--- src/rtl/pkt_injector.sv ---
// Packet injector: streams a header flit, a length flit and a memory-sourced
// payload toward a router LOCAL port, under credit flow control.
module pkt_injector #(
    parameter int unsigned FLIT_WIDTH       = 32,
    parameter int unsigned MEMORY_BUS_WIDTH = 32,  // must equal FLIT_WIDTH
    parameter int unsigned ADDR_WIDTH       = 16
) (
    input  logic                        clock,
    input  logic                        reset,
    input  logic                        start_i,
    input  logic [FLIT_WIDTH-1:0]       dest_i,
    input  logic [15:0]                 len_i,
    input  logic [ADDR_WIDTH-1:0]       src_addr_i,
    output logic                        busy_o,
    output logic                        done_o,
    output logic                        mem_en_o,
    output logic [ADDR_WIDTH-1:0]       mem_addr_o,
    input  logic [MEMORY_BUS_WIDTH-1:0] mem_data_i,
    output logic                        tx_o,
    output logic [FLIT_WIDTH-1:0]       data_o,
    input  logic                        credit_i,
    output logic                        clock_tx_o
);

    typedef enum logic [2:0] {
        StIdle,
        StHeader,
        StSize,
        StPayload,
        StDone
    } state_e;

    state_e                  state_q, state_d;
    logic [FLIT_WIDTH-1:0]   dest_q;
    logic [15:0]             len_q;
    logic [15:0]             reads_left_q;
    logic [15:0]             sent_q;
    logic [ADDR_WIDTH-1:0]   addr_q;
    logic                    inflight_q;

    // Two-entry prefetch FIFO
    logic [FLIT_WIDTH-1:0]   fifo_q [2];
    logic                    wr_ptr_q;
    logic                    rd_ptr_q;
    logic [1:0]              count_q;

    logic                    fifo_empty;
    logic                    push;
    logic                    pop;
    logic                    prefetch_active;
    logic                    accept;
    logic [1:0]              occ_after_pop;

    assign clock_tx_o = clock;
    assign busy_o     = (state_q != StIdle);
    assign done_o     = (state_q == StDone);
    assign mem_addr_o = addr_q;

    assign fifo_empty = (count_q == 2'd0);
    assign push       = inflight_q;
    assign pop        = (state_q == StPayload) && tx_o && credit_i;
    assign accept     = (state_q == StIdle) && start_i;

    assign prefetch_active = (state_q == StHeader) || (state_q == StSize) ||
                             (state_q == StPayload);

    // Counting the slot freed by this cycle's pop lets reads overlap with a
    // draining FIFO, which is what keeps payload flits back to back.
    assign occ_after_pop = count_q + {1'b0, inflight_q} - {1'b0, pop};
    assign mem_en_o      = prefetch_active && (reads_left_q != 16'd0) &&
                           (occ_after_pop < 2'd2);

    always_comb begin
        state_d = state_q;
        tx_o    = 1'b0;
        data_o  = '0;
        unique case (state_q)
            StIdle: begin
                if (start_i) begin
                    state_d = StHeader;
                end
            end
            StHeader: begin
                tx_o   = 1'b1;
                data_o = dest_q;
                if (credit_i) begin
                    state_d = StSize;
                end
            end
            StSize: begin
                tx_o   = 1'b1;
                data_o = FLIT_WIDTH'(len_q);
                if (credit_i) begin
                    state_d = (len_q != 16'd0) ? StPayload : StDone;
                end
            end
            StPayload: begin
                if (!fifo_empty) begin
                    tx_o   = 1'b1;
                    data_o = fifo_q[rd_ptr_q];
                    if (credit_i && (sent_q == len_q - 16'd1)) begin
                        state_d = StDone;
                    end
                end
            end
            StDone: begin
                state_d = StIdle;
            end
            default: begin
                state_d = StIdle;
            end
        endcase
    end

    always_ff @(posedge clock) begin
        if (reset) begin
            state_q      <= StIdle;
            dest_q       <= '0;
            len_q        <= '0;
            reads_left_q <= '0;
            sent_q       <= '0;
            addr_q       <= '0;
            inflight_q   <= 1'b0;
            wr_ptr_q     <= 1'b0;
            rd_ptr_q     <= 1'b0;
            count_q      <= '0;
        end else begin
            state_q    <= state_d;
            inflight_q <= mem_en_o;
            if (accept) begin
                dest_q       <= dest_i;
                len_q        <= len_i;
                reads_left_q <= len_i;
                addr_q       <= src_addr_i;
                sent_q       <= '0;
            end else begin
                if (mem_en_o) begin
                    addr_q       <= addr_q + ADDR_WIDTH'(1);
                    reads_left_q <= reads_left_q - 16'd1;
                end
                if (pop) begin
                    sent_q <= sent_q + 16'd1;
                end
            end
            if (push) begin
                wr_ptr_q <= ~wr_ptr_q;
            end
            if (pop) begin
                rd_ptr_q <= ~rd_ptr_q;
            end
            count_q <= count_q + {1'b0, push} - {1'b0, pop};
        end
    end

    // Storage needs no reset: occupancy alone decides what is valid.
    always_ff @(posedge clock) begin
        if (push) begin
            fifo_q[wr_ptr_q] <= FLIT_WIDTH'(mem_data_i);
        end
    end

endmodule

--- config.mk ---
export PLATFORM = sky130hd
export DESIGN_NAME = pkt_injector
export DESIGN_NICKNAME = d
export VERILOG_FILES = /design/src/rtl/pkt_injector.sv
export SDC_FILE = /design/constraint.sdc
export NUM_CORES = 1
export LEC_CHECK = 0
export ABC_CLOCK_PERIOD_IN_PS = 4600
export CAP_MARGIN = 15
export CELL_PAD_IN_SITES_DETAIL_PLACEMENT = 0
export CELL_PAD_IN_SITES_GLOBAL_PLACEMENT = 1
export CORE_AREA = 2 2 164 166
export CTS_BUF_LIST = sky130_fd_sc_hd__clkbuf_16
export CTS_CLUSTER_DIAMETER = 200
export CTS_CLUSTER_SIZE = 28
export DETAILED_ROUTE_END_ITERATION = 8
export DIE_AREA = 0 0 166 168
export DONT_BUFFER_PORTS = 1
export PLACE_DENSITY = 0.6
export SYNTH_ARGS = -nofsm -noshare
export SYNTH_HDL_FRONTEND = slang
export SYNTH_SLANG_ARGS = --single-unit
--- constraint.sdc ---
create_clock -name clock -period 4.6 [get_ports clock]
set_input_delay 0 -clock clock [delete_from_list [all_inputs] [get_ports clock]]
set_output_delay 0 -clock clock [all_outputs]
set_load 0.005 [all_outputs]
==> key figures, run 1 <==
Worst setup path
  • Worst endpoint data arrival time: 3.84 ns
  • Crit Path Category: flip-flop to flip-flop
  • Crit path required time: 4.93 ns
  • Startpoint types: flip-flop
  • Critical path peak fanout: 11
  • CP Capture Type: flip-flop
  • Reg2Reg Depth: 12

Yosys
  • Post-Synth Simple-Gate Area: 0.178
  • Syn Area/Cell: 9.68 um^2
  • Asr flop ratio synth: 0
  • Area share of the largest cell type after synthesis: 0.273
  • Ranking of synthesized cells by area: dfxtp_1 (27%), edfxtp_1 (25%), nand2_1 (6.5%), mux2i_1 (4.7%), a21oi_1 (4.0%)
  • YS warnings: 0
  • Yosys reg bits: 169
  • Most common library cells after synthesis: nand2_1 (134), dfxtp_1 (105), edfxtp_1 (64)
  • Synth Instances: 796
  • XOR/XNOR Fraction of Synth Area: 0.0645
  • Post-synthesis compound-gate area fraction: 0.138
  • EDFF count, synth: 64
  • Most common flop cell mapped by yosys: dfxtp_1
  • Synth area leader: dfxtp_1
  • Syn_nets: 902
  • Largest family of logic cells by synthesized area: simple AND/OR/NAND/NOR gates
  • Yosys cell types: 62
  • Sequential area share after synthesis: 0.522
  • Most numerous cell in the Yosys netlist: nand2_1
  • Synthesized area: 7700 um^2
  • Mux contribution to synthesized area: 0.0502
  • Adder-Cell Fraction of Synth Area: 0.00974

Timing
  • Relative slew slack: 0.230
  • Fmax: 285 MHz
  • Worst Max-Slew Pin Slew: 1.15 ns
  • RSZ-0062 raised after global routing: no
  • Count of final setup violators: 0
  • Min cycle time layout: 3.50 ns
  • Setup Skew: 0.0105 ns
  • Max Slew Vio Count: 0
  • Final-report hold violation count: 0
  • Period utilisation layout: 0.761
  • Total negative setup slack: 0 ns

Floorplan
  • DIE HEIGHT: 168 um
  • Die width: 166 um
  • FP Rows: 60
  • Core area: 26400 um^2
  • Initial Util: 0.292
  • Ports: 153
  • Die area: 27900 um^2

Route
  • ANT nets after route: 0
  • DR vias/cell: 4.91
  • Wire length per cell: 18.0 um
  • DRT Pass-1 Iters: 4
  • First DRT Iteration DRCs: 312
  • Vias: 6073
  • Detailed Route WL: 22200 um
  • DRC violations left: 0

Clock network
  • Post-CTS setup-driven buffer insertion count: 0
  • CTS tree: yes
  • PostCTS Resize Cnt: 0
  • Clk pin slew, worst setup/hold paths: 0.07 ns
  • H-tree depth: 4
  • Root Buffer Master: clkbuf_16
  • CTS sink count: 169
  • CTS Buf Count: 17
  • CTS Hold Bufs: 109
  • Clk buf depth: 2
  • Clock insertion delay at the later pin of the skew report: 0.43 ns

Global routing
  • Largest net degree at the start of global routing: 90
  • First-pass GRT wire length: 34600 um
  • Gr usage total: 0.159
  • Vias in the first global route: 6080
  • Initial antenna violation count: 1
  • Overflow after GRT: 0

Final layout
  • Non-Filler Instances: 1236
  • Layout Nets: 987
  • Share of layout cells above drive strength 1: 0.0716
  • Fill count: 2703
  • Layout area overhead: 25.7%
  • Reg area: 4030 um^2
  • Area of the multi-input gates: 3420 um^2

Outcome
  • Status: complete, no violations

Pwr
  • Static Leak: 0.00331 uW
  • Power per cell area: 541 nW/um^2
  • VDD IR-drop max: 0.221 mV

Placement
  • GP Congestion: 0.788
  • Placed cells: 1094
  • Dpl hpwl: 14500 um
  • PortBufs: 0

Flow run
  • Max-cap viol count: 0

Hold path
  • Hold depth: 0
  • Worst hold path type: clock port to primary output
layer usage:
metal	track usage	vias to the layer above	wire length, um
li1	-	3001	-
met1	0.199	2921	9950
met2	0.263	133	10600
met3	0.0527	18	1290
met4	0.0427	0	333
met5	0	-	0
path summary, 6_finish.rpt:
kind / startpoint / slack, ns / end
hold reg to reg: dest_q[18] / 0.46 / dest_q[18]
hold / removal: clock / 0.0007 / clock_tx_o
setup reg to reg: state_q[2] / 1.10 / reads_left_q[5]
setup / recovery: state_q[2] / 1.10 / reads_left_q[5]
critical path: stages (launching register included):
cell and delay (ns):
dfxtp_1 0.48, nand3b_1 0.21, nor2_1 0.06, buf_4 0.19, ha_1 0.27, inv_1 0.06, ha_1 0.14, xor3_1 0.25
nor3_2 0.50, o2111ai_2 0.37, or4_1 0.50, xor2_1 0.15, a211oi_1 0.24
report_power, final:
| part | internal [uW] | switching (uW) |
|---|---|---|
| Sequential | 1900 | 269 |
| Clock | 730 | 688 |
| Combinational | 613 | 1040 |
cell usage in the layout (no fill, tap or decap), types with 13 or more instances in the layout:
master / count
a211oi_1: 22
a21oi_1: 61
a22oi_1: 17
clkbuf_16: 17
dfxtp_1: 104
dlygate4sd3_1: 108
edfxtp_1: 64
inv_1: 17
mux2i_1: 36
nand2_1: 133
nand3_1: 13
nor2_1: 54
nor3_1: 13
o21ai_0: 44
or3_1: 15
xnor2_1: 28
xor2_1: 26
cells by family (layout without fill, tap and decap cells):
family | count (synthesis) | count (layout)
and+or+nand+nor | 288 | 288
adders and majority gates | 6 | 6
DFF | 169 | 169
other | 0 | 1
AOI/OAI and AO/OA | 173 | 173
xor gates and xnor gates | 55 | 55
muxes | 38 | 38
buffers and inverters | 67 | 165
cell type report:
class	instances	area share
Inverter	17	0.00659
Timing Repair Buffer	116	0.120
Multi-Input combinational cell	560	0.354
Clock buffer	17	0.0439
Antenna cell	1	0.000258
Clock inverter	15	0.0163
Sequential cell	169	0.416
Tap cell	341	0.0440
sequential cells by signal, summed over array words and instances, names as in the netlist, named ones only:
register / cells
count_q: 2
sent_q: 16
dest_q: 32
wr_ptr_q: 1
rd_ptr_q: 1
mem_addr_o: 16
state_q: 3
reads_left_q: 16
inflight_q: 1
fifo_q: 64
len_q: 16
per-stage QoR:
step | util | hold slack, ns | area [um^2] | total power (uW) | setup slack, ns
floorplan | - | 0.0808 | 7700 | 3320 | 1.35
global placement | 0.303 | 0 | 7990 | 3740 | 1.26
detailed placement | 0.303 | 0 | 7990 | 3760 | 1.13
CTS | 0.368 | 0.000798 | 9680 | 5310 | 1.08
global route | 0.368 | 0.000860 | 9690 | 5590 | 0.757
finish | 0.368 | 0.000726 | 9690 | 5240 | 1.10
No activity file was read; power rests on OpenSTA's default activity.
==> run 2: changes to the inputs <==
ABC_AREA = 1   (was default)
ABC_CLOCK_PERIOD_IN_PS = 2950   (was 4600)
CORE_AREA = 2 2 167 169   (was 2 2 164 166)
DIE_AREA = 0 0 169 171   (was 0 0 166 168)
PLACE_DENSITY = 0.64   (was 0.6)
clock period = 2.95 ns   (was 4.6 ns; I/O delays follow)
==> run 2 against run 1 <==
Sequential share of layout area fell by 1.6 points. Area after synthesis up 4.6%. Worst hold slack barely moved. Global-route usage up 0.86 points. Total power up 71%. Cell count grew 17%. Sequential power rose by 54%. Fmax is 31% higher. Largest power group unchanged.
==> key figures, run 2 <==
Outcome
  • Status: complete, no violations

Floorplan
  • FP Rows: 61 (+1.7%)
  • Core area: 27300 um^2 (+3.7%)
  • Die area: 28900 um^2 (+3.6%)
  • Die width: 169 um (+1.8%)
  • Ports: 153 (unchanged)
  • DIE HEIGHT: 171 um (+1.8%)
  • Initial Util: 0.295 (+0.00268)

Timing
  • Period utilisation layout: 0.908 (+0.146)
  • Setup Skew: 0.0108 ns (+0.000271 ns)
  • Relative slew slack: 0.287 (+0.0567)
  • Count of final setup violators: 0 (unchanged)
  • Fmax: 373 MHz (+31%)
  • Min cycle time layout: 2.68 ns (-0.825 ns)
  • Final WS setup: 0.272 ns (-0.825 ns)
  • Final-report hold violation count: 0 (unchanged)
  • Max Slew Vio Count: 0 (unchanged)
  • RSZ-0062 raised after global routing: no
  • Total negative setup slack: 0 ns (unchanged)
  • Worst Max-Slew Pin Slew: 1.07 ns (-0.0862 ns)

Yosys
  • Synth Instances: 990 (+24%)
  • Syn Area/Cell: 8.14 um^2 (-16%)
  • Most numerous cell in the Yosys netlist: nand2_1
  • Synth area leader: dfxtp_1
  • Syn_nets: 1096 (+22%)
  • Most common library cells after synthesis: nand2_1 (213), inv_1 (115), dfxtp_1 (105)
  • YS warnings: 0 (unchanged)
  • Synthesized area: 8060 um^2 (+4.6%)
  • Area share of the largest cell type after synthesis: 0.261 (-0.0121)
  • Sequential area share after synthesis: 0.499 (-0.0232)
  • Asr flop ratio synth: 0 (unchanged)
  • Most common flop cell mapped by yosys: dfxtp_1
  • Ranking of synthesized cells by area: dfxtp_1 (26%), edfxtp_1 (24%), nand2_1 (9.9%), o21ai_0 (5.6%), inv_1 (5.4%)
  • Yosys reg bits: 169 (unchanged)
  • EDFF count, synth: 64 (unchanged)
  • Yosys cell types: 42 (-32%)

Worst setup path
  • Reg-to-reg endpoint: mem_addr_o[11]
  • CP Capture Type: flip-flop
  • FF-to-FF setup slack: 0.27 ns (-0.83 ns)
  • CP max stage delay: 0.31 ns (-0.19 ns)
  • Reg2Reg Depth: 15 (+3)
  • Crit path required time: 3.32 ns (-1.61 ns)
  • Crit path from: state_q[2]
  • Worst r2r src: state_q[2]
  • Startpoint types: flip-flop
  • Crit Path Category: flip-flop to flip-flop
  • Crit path cell chain: inv_2, nand2_2, nor2_4, nand2_4, inv_1, ha_1, inv_1, ha_1, xnor2_1, xor2_1, nand3_2, nand2_8, buf_4, o21ai_0, a31oi_1
  • Crit path to: mem_addr_o[11]
  • Critical path peak fanout: 16 (+5)
  • Highest-delay cell along the critical path: dfxtp_1
  • Worst endpoint data arrival time: 3.04 ns (-0.80 ns)

Hold path
  • Worst hold path type: clock port to primary output

Placement
  • Dpl hpwl: 16500 um (+14%)
  • Post-Place Setup Slack: 0.196 ns (-0.935 ns)
  • GP Congestion: 0.794 (+0.80%)
  • PortBufs: 0 (unchanged)

Route
  • DRT Pass-1 Iters: 4 (unchanged)
  • Vias: 6777 (+12%)
  • First DRT Iteration DRCs: 298 (-4.5%)
  • DRC violations left: 0 (unchanged)
  • ANT nets after route: 0 (unchanged)
  • DR vias/cell: 4.71 (-4.2%)
  • Wire length per cell: 16.5 um (-8.3%)
  • Detailed Route WL: 23700 um (+6.9%)

Clock network
  • Clk pin slew, worst setup/hold paths: 0.08 ns (about the same)
  • CTS sink count: 169 (unchanged)
  • Clk buf depth: 2 (unchanged)
  • CTS Buf Count: 17 (unchanged)
  • CTS tree: yes
  • Root Buffer Master: clkbuf_16
  • H-tree depth: 4 (unchanged)
  • Clock insertion delay at the later pin of the skew report: 0.43 ns (about the same)

Final layout
  • Antenna cells: 0 (-1)
  • Commonest non-fill, non-tap cell in the layout: nand2_1
  • Fill count: 2845 (+5.3%)
  • Reg with most FFs: fifo_q
  • Layout Nets: 1187 (+20%)
  • Max reg flops: 64 (unchanged)
  • Area of the multi-input gates: 3430 um^2 (+0.26%)
  • Commonest cells after routing, fill and taps aside: nand2_1 (213), inv_1 (114), dfxtp_1 (104)
  • Share of layout cells above drive strength 1: 0.0722 (+0.000624)
  • Top Registers: fifo_q x64, dest_q x32
  • Reg area: 4030 um^2 (unchanged)
  • Layout area overhead: 25.1%

Pwr
  • Static Leak: 0.00391 uW (+18%)
  • Power per cell area: 886 nW/um^2 (+64%)
  • VDD IR-drop max: 0.389 mV (+76%)

Global routing
  • Largest net degree at the start of global routing: 48 (-47%)
  • Initial antenna violation count: 0 (-1)
  • First-pass GRT wire length: 37000 um (+7.1%)
  • Vias in the first global route: 6628 (+9.0%)
  • Overflow after GRT: 0 (unchanged)
  • Gr usage total: 0.168 (+0.00861)

Flow run
  • Max-cap viol count: 0 (unchanged)
-- run 2: cell types whose count changed after synthesis, moves of 20 or more --
cell      change
o21ai_0      +47
inv_1        +99
nand2_1      +79
nand3_1      +28
a211oi_1     -21
nor2_1       +27
mux2i_1      -20
o22ai_1      +26
-- run 2: worst min path at each step --
stage / from / endpoint / cells past startpoint / slack [ns]
2_1_floorplan: reset / reads_left_q[1] / 1 / 0.08
3_3_place_gp: clock / clock_tx_o / 0 / 0
3_5_place_dp: clock / clock_tx_o / 0 / 0
4_1_cts: clock / clock_tx_o / 0 / 0.0008
5_1_grt: clock / clock_tx_o / 0 / 0.0007
6_report: clock / clock_tx_o / 0 / 0.0008
-- run 2: kinds of logic after synthesis --
group	Yosys count	share of synthesized area
simple gates	377	0.202
compound gates	225	0.155
flops	169	0.499
fa+ha+maj	6	0.00931
buf+inv	165	0.0801
mux	16	0.0199
xor+xnor	32	0.0348
-- run 2: worst max-delay path, delay by kind of cell (launching register included) --
family	cells	cell delay (ns)
flip-flops	1	0.31
AND/OR/NAND/NOR	5	0.70
XOR/XNOR	2	0.37
adder cells (fa/ha/maj)	2	0.39
AO/OA/AOI/OAI	2	0.28
buffers and inverters	4	0.53
-- run 2: what timing repair did --
action,4_1_cts,5_1_grt
gates resized for setup,0,1
setup buffers,0,1
endpoints found under the setup margin,0,7
hold buffers,99,0
hold endpoints to repair,153,0
-- run 2: area by class of cell --
cell class,instances,share of cell area
Multi-Input combinational cell,657,0.340
Clock buffer,17,0.0422
Timing Repair Buffer,115,0.110
Clock inverter,15,0.0200
Inverter,121,0.0453
Tap cell,346,0.0429
Sequential cell,169,0.399
-- run 2: metrics by stage --
stage / area, um^2 / utilization / power (uW) / hold slack, ns / std cells
floorplan: 8060 / - / 5620 / 0.0785 / 990
global placement: 8440 / 0.309 / 6400 / 0 / 1307
detailed placement: 8440 / 0.309 / 6430 / 0 / 1307
CTS: 10100 / 0.368 / 8970 / 0.000793 / 1438
global route: 10100 / 0.369 / 9610 / 0.000695 / 1440
finish: 10100 / 0.369 / 8940 / 0.000758 / 1440
-- run 2: power by group --
| part | total (uW) | leakage (uW) | internal (uW) | switching [uW] |
|---|---|---|---|---|
| clock network | 2390 | 0.000301 | 1300 | 1080 |
| logic | 3200 | 0.00216 | 1060 | 2140 |
| registers | 3350 | 0.00145 | 3000 | 349 |
-- run 2: routing by layer --
layer  global-route usage  share of wire
met1                0.221           0.47
met2                0.273           0.47
met3               0.0375          0.046
met4               0.0528          0.015
met5                    0              0
